===== config.mk =====
export PLATFORM = sky130hd
export DESIGN_NAME = keypad_scan_ctrl
export DESIGN_NICKNAME = d
export VERILOG_FILES = /design/src/rtl/keypad_scan_ctrl.sv
export SDC_FILE = /design/constraint.sdc
export NUM_CORES = 1
export LEC_CHECK = 0
export ABC_AREA = 1
export CELL_PAD_IN_SITES_DETAIL_PLACEMENT = 1
export CELL_PAD_IN_SITES_GLOBAL_PLACEMENT = 1
export CORE_ASPECT_RATIO = 1.5
export CORE_MARGIN = 8
export CORE_UTILIZATION = 44
export CTS_CLUSTER_SIZE = 20
export DETAILED_ROUTE_END_ITERATION = 7
export MAX_ROUTING_LAYER = met4
export PLACE_DENSITY = 0.84
export SYNTH_ARGS = -nofsm -noshare
export SYNTH_HDL_FRONTEND = slang
export SYNTH_SLANG_ARGS = --single-unit

===== constraint.sdc =====
create_clock -name clk -period 2 [get_ports clk]
set_input_delay 0.3 -clock clk [delete_from_list [all_inputs] [get_ports clk]]
set_output_delay 0.3 -clock clk [all_outputs]
set_load 0.02 [all_outputs]

===== src/rtl/keypad_scan_ctrl.sv =====
// keypad_scan_ctrl
// Scan sequencer for a 4x4 active-low matrix keypad. One row is driven low
// at a time; after a settle period the synchronized columns are sampled. A
// non-idle sample is debounced, accepted once, and then locked out until the
// key has been released for a full debounce window. Accepted codes feed a
// two-digit history for the seven-segment display path.
//
// Ports
//   clk       : system clock, rising edge
//   reset     : asynchronous active-low reset
//   columns   : keypad columns, active-low, asynchronous to clk
//   rows      : one-cold row strobes
//   key_code  : hex code of the last accepted key
//   key_valid : one-cycle pulse per accepted press
//   digit_new : most recent accepted key
//   digit_old : key accepted before digit_new
//   busy      : high while debouncing, accepting or waiting for release
module keypad_scan_ctrl #(
  parameter int SETTLE_CYCLES   = 4800,
  parameter int DEBOUNCE_CYCLES = 960000
) (
  input  logic       clk,
  input  logic       reset,
  input  logic [3:0] columns,
  output logic [3:0] rows,
  output logic [3:0] key_code,
  output logic       key_valid,
  output logic [3:0] digit_new,
  output logic [3:0] digit_old,
  output logic       busy
);

  localparam int CNT_MAX = (SETTLE_CYCLES > DEBOUNCE_CYCLES) ? SETTLE_CYCLES : DEBOUNCE_CYCLES;
  localparam int CNT_W   = $clog2(CNT_MAX);
  localparam logic [CNT_W-1:0] SETTLE_LAST = CNT_W'(SETTLE_CYCLES - 1);
  localparam logic [CNT_W-1:0] DEB_LAST    = CNT_W'(DEBOUNCE_CYCLES - 1);
  localparam logic [3:0]       COL_IDLE    = 4'b1111;

  typedef enum logic [1:0] {SCAN, DEBOUNCE, PRESSED, HOLD} state_t;

  state_t           state;
  logic [1:0]       r;
  logic [CNT_W-1:0] cnt;
  logic [3:0]       cap;
  logic [3:0]       col_p0;
  logic [3:0]       col_p1;
  logic [3:0]       col_s;

  assign col_s = col_p1;

  // Lowest column index with a low level wins when several are pressed.
  function automatic logic [1:0] lowest_zero(input logic [3:0] cols);
    logic [1:0] idx;
    if (!cols[0])      idx = 2'd0;
    else if (!cols[1]) idx = 2'd1;
    else if (!cols[2]) idx = 2'd2;
    else               idx = 2'd3;
    return idx;
  endfunction

  function automatic logic [3:0] decode_key(input logic [1:0] row, input logic [3:0] cols);
    logic [3:0] code;
    code = 4'h0;
    case ({row, lowest_zero(cols)})
      4'b00_00: code = 4'h1;
      4'b00_01: code = 4'h2;
      4'b00_10: code = 4'h3;
      4'b00_11: code = 4'hA;
      4'b01_00: code = 4'h4;
      4'b01_01: code = 4'h5;
      4'b01_10: code = 4'h6;
      4'b01_11: code = 4'hB;
      4'b10_00: code = 4'h7;
      4'b10_01: code = 4'h8;
      4'b10_10: code = 4'h9;
      4'b10_11: code = 4'hC;
      4'b11_00: code = 4'hE;
      4'b11_01: code = 4'h0;
      4'b11_10: code = 4'hF;
      4'b11_11: code = 4'hD;
      default:  code = 4'h0;
    endcase
    return code;
  endfunction

  // Synchronizer stages p0 -> p1; idle level is all-high.
  always_ff @(posedge clk or negedge reset) begin
    if (!reset) begin
      col_p0 <= COL_IDLE;
      col_p1 <= COL_IDLE;
    end else begin
      col_p0 <= columns;
      col_p1 <= col_p0;
    end
  end

  // Sequencer. rows is kept as a rotating register alongside r so the strobe
  // comes straight from a flop and can never show zero or two low bits.
  always_ff @(posedge clk or negedge reset) begin
    if (!reset) begin
      state     <= SCAN;
      r         <= 2'd0;
      rows      <= 4'b1110;
      cnt       <= '0;
      cap       <= COL_IDLE;
      key_code  <= 4'h0;
      key_valid <= 1'b0;
      digit_new <= 4'h0;
      digit_old <= 4'h0;
      busy      <= 1'b0;
    end else begin
      key_valid <= 1'b0;
      case (state)
        SCAN: begin
          if (cnt == SETTLE_LAST) begin
            cnt <= '0;
            if (col_s == COL_IDLE) begin
              r    <= r + 2'd1;
              rows <= {rows[2:0], rows[3]};
            end else begin
              cap   <= col_s;
              state <= DEBOUNCE;
              busy  <= 1'b1;
            end
          end else begin
            cnt <= cnt + CNT_W'(1);
          end
        end
        DEBOUNCE: begin
          if (col_s != cap) begin
            // Any change restarts the window; a full release abandons it.
            cnt <= '0;
            if (col_s == COL_IDLE) begin
              state <= SCAN;
              busy  <= 1'b0;
              r     <= r + 2'd1;
              rows  <= {rows[2:0], rows[3]};
            end
          end else if (cnt == DEB_LAST) begin
            cnt   <= '0;
            state <= PRESSED;
          end else begin
            cnt <= cnt + CNT_W'(1);
          end
        end
        PRESSED: begin
          key_code  <= decode_key(r, cap);
          digit_new <= decode_key(r, cap);
          digit_old <= digit_new;
          key_valid <= 1'b1;
          cnt       <= '0;
          state     <= HOLD;
        end
        HOLD: begin
          if (col_s != COL_IDLE) begin
            cnt <= '0;
          end else if (cnt == DEB_LAST) begin
            cnt   <= '0;
            state <= SCAN;
            busy  <= 1'b0;
            r     <= r + 2'd1;
            rows  <= {rows[2:0], rows[3]};
          end else begin
            cnt <= cnt + CNT_W'(1);
          end
        end
        default: begin
          state <= SCAN;
          cnt   <= '0;
          busy  <= 1'b0;
        end
      endcase
    end
  end

endmodule


==> qor_table.md <==
| Parameter | Reported | Unit |
| --- | --- | --- |
| Share of the cycle needed by the critical path after routing | 0.8870 | - |
| Die span in y | 113.9 | um |
| Port buffer count | 23 | - |
| Count of different cell masters after synthesis | 40 | - |
| Leading cell types in the layout, fill and taps excluded | 90 x sky130_fd_sc_hd__nand2_1, 35 x sky130_fd_sc_hd__dfrtp_1, 34 x sky130_fd_sc_hd__inv_1 | - |
| Initial antenna violation count | 0 | - |
| Static leakage | 1.409 | nW |
| Final setup skew | 0.009236 | ns |
| Share of layout cells above drive strength 1 | 0.2129 | - |
| Top cells by area in the synthesized netlist | sky130_fd_sc_hd__dfrtp_1 31%, sky130_fd_sc_hd__dfstp_2 14%, sky130_fd_sc_hd__nand2_1 12% | - |
| Area growth from synthesis to layout | 14.15 | % |
| Antenna Nets Post-Route | 0 | - |
| Syn Nets | 347 | - |
| Clock buffers created by TritonCTS | 5 | - |
| Via-per-instance ratio | 5.155 | - |
| Most common cell after layout, fill and taps aside | sky130_fd_sc_hd__nand2_1 | - |
| Pin count of the biggest net entering global routing | 27 | - |
| Die Outline Area | 9259 | um^2 |
| Number of clock sinks | 50 | - |
| Final Hold Slack | -0.01018 | ns |
| Path category of the worst min-delay check | in -> async | - |
| Post-synthesis cell area | 2813 | um^2 |
| Total of flip-flops plus latches after synthesis | 50 | - |
| Highest-delay cell along the critical path | sky130_fd_sc_hd__clkdlybuf4s50_1 | - |
| Status | complete, but fails checks | - |
| Maximum VDD drop | 0.0003457 | V |
| Total via count after detailed routing | 2,222 | - |
| Routed wire length per instance | 14.57 | um |
| Number of gates resized after CTS | 0 | - |
| Routed length on met2 | 3601 | um |
| Net total in the final layout | 368 | - |
| Largest stage delay on the critical path | 0.61 | ns |
| Global-route wire length before repair | 11,200 | um |
| Least-Margin Pin Slew | 0.6088 | ns |
| Synthesized instance count | 335 | - |
| Initial Utilization | 0.4555 | - |
| Setup total negative slack | 0 | ns |
| Worst Setup End Kind | output port | - |
| Number of placed I/O pins | 24 | - |
| Final number of max-transition violations | 0 | - |
| Post-Route M1 WL | 2363 | um |
| Total GRT Usage | 0.1536 | - |
| Synthesis Warnings | 0 | - |
| Ordered list of cells on the worst path | clkdlybuf4s50_1 | - |
| Unrepaired setup endpoints after global routing | no | - |
| Launching element type of the critical path | flip-flop | - |
| Remaining routing DRC violations | 0 | - |
| Post-CTS Setup Inserts | 0 | - |
| Placer congestion estimate | 0.8577 | - |
| Clock transition at the register clock pins on the worst setup and hold paths after CTS | 0.09 | ns |
| Source-to-sink clock delay at the later pin of the worst-skew pair | 0.30 | ns |
| Final setup violation count | 0 | - |
| Maximum fanout count along the critical path | 3 | - |
| WP buf/inv | 1 | - |
| Hpwl dp | 4860 | um |
| Fmax | 563.7 | MHz |
| Number of diodes | 0 | - |
| Final hold violations | 8 | - |
| Buffers from clock root to sink, at most | 2 | - |
| Die Wd | 81.28 | um |
| Slew headroom | 0.5942 | - |
| Sequential element share of the synthesized area | 0.4515 | - |
| Kind of cell adding the most delay to the critical path | buffers and inverters | - |
| Std cell rows | 35 | - |
| Clock tree from TritonCTS | done | - |
| Required time reported for the critical path endpoint | 1.70 | ns |
| Clock Root Buffer | sky130_fd_sc_hd__clkbuf_8 | - |
| Share of the synthesized area in the top cell type | 0.3114 | - |
| Critical setup path kind | reg -> out | - |
| Number of H-tree levels | 2 | - |
| Failing checks | negative hold slack | - |
| Power Dens Cells | 558.4 | nW/um^2 |
| Final period demand of the worst path | 1.774 | ns |
| Cell taking the most area after synthesis | sky130_fd_sc_hd__dfrtp_1 | - |
| Arrival @ worst endpoint | 1.47 | ns |
| Wire length after detailed routing | 6280 | um |
| Core area | 6175 | um^2 |
| Hold-fix buffer count after cts | 0 | - |
| Detailed router's first-iteration violation count | 78 | - |
| Highest metal layer with signal wires | met4 | - |
| WL met3 | 206 | um |
| Length of the first detailed-routing pass in iterations | 4 | - |
| Number of violations of the max-capacitance limit | 0 | - |
| Number of global-route vias before repair | 2,471 | - |
| GRT Residual Overflow | 0 | - |
| Mean Syn Cell Area | 8.396 | um^2 |
cell families (layout without fill, tap and decap cells):
logic type               count (synthesis)  in the layout  synth area share
adder cells (fa/ha/maj)                  6              6           0.02669
AO/OA/AOI/OAI                           45             45            0.1125
flip-flops                              50             50            0.4515
XOR/XNOR                                16             16           0.04982
buffers and inverters                   53             75           0.08363
AND/OR/NAND/NOR                        165            165            0.2758
final timing paths:
check / start / end / slack (ns) / cells past startpoint
setup / recovery: rows[2] / rows[2] / 0.23 / 1
hold / removal: reset / digit_old[3] / -0.01 / 1
setup reg to reg: cnt[0] / rows[0] / 0.29 / 10
hold reg to reg: col_p0[2] / col_p1[2] / 0.35 / 0
max in group asynchronous: reset / col_p0[1] / 1.38 / 2
min in group clk: col_p0[2] / col_p1[2] / 0.35 / 0
cells in the mapped netlist (all sizes together):
cell type,n
nand3,13
nor3,4
o21ai,16
ha,6
dfrtp,35
dfstp,15
nor3b,1
inv,40
and2,1
nand4,4
xor2,10
nand3b,3
o211ai,3
and3,1
clkbuf,2
nand2,96
a211oi,1
nor2,40
a22oi,1
xnor2,6
a21boi,1
buf,11
a21oi,22
or2,2
o22ai,1
registers in the layout (all words and copies together), names as in the netlist, named ones only:
signal     flops
cnt           20
cap            4
col_p0         4
col_p1         4
digit_old      4
key_code       4
rows           4
r              2
busy           1
key_valid      1
state          1
through the flow:
stage	cell area, um^2	instances	util	power, W	setup slack [ns]
3_3_place_gp	3100	423	0.5021	0.001096	0.3461
6_report	3211	431	0.5200	0.001793	0.2259
3_5_place_dp	3100	423	0.5021	0.001099	0.2769
2_1_floorplan	2813	335	-	0.001060	0.4149
5_1_grt	3211	431	0.5200	0.001855	0.1402
4_1_cts	3211	431	0.5200	0.001818	0.2022
cell type report:
cell class | count | area [um^2]
clock buffers | 6 | 72.57
multi-input cells | 232 | 1308
repair buffers | 27 | 280.3
inverters | 40 | 150.1
well taps | 74 | 92.59
flip-flops and latches | 50 | 1270
fillers | 765 | 2964
clock inverters | 2 | 37.54
metal layers:
layer  GRT usage  vias up
li1            -     1085
met1      0.1500     1091
met2      0.2872       34
met3     0.02677       12
met4     0.05509        0
met5           -        -
where the power goes:
group / switching, W / total (W) / internal [W] / leakage [nW]
Clock: 0.000341 / 0.000715 / 0.000374 / 0.0514
Combinational: 0.0000309 / 0.0000468 / 0.0000159 / 0.726
Sequential: 0.00000555 / 0.00103 / 0.00103 / 0.631
Total: 0.000378 / 0.00179 / 0.00142 / 1.41
(Power assumes the default switching activity.)
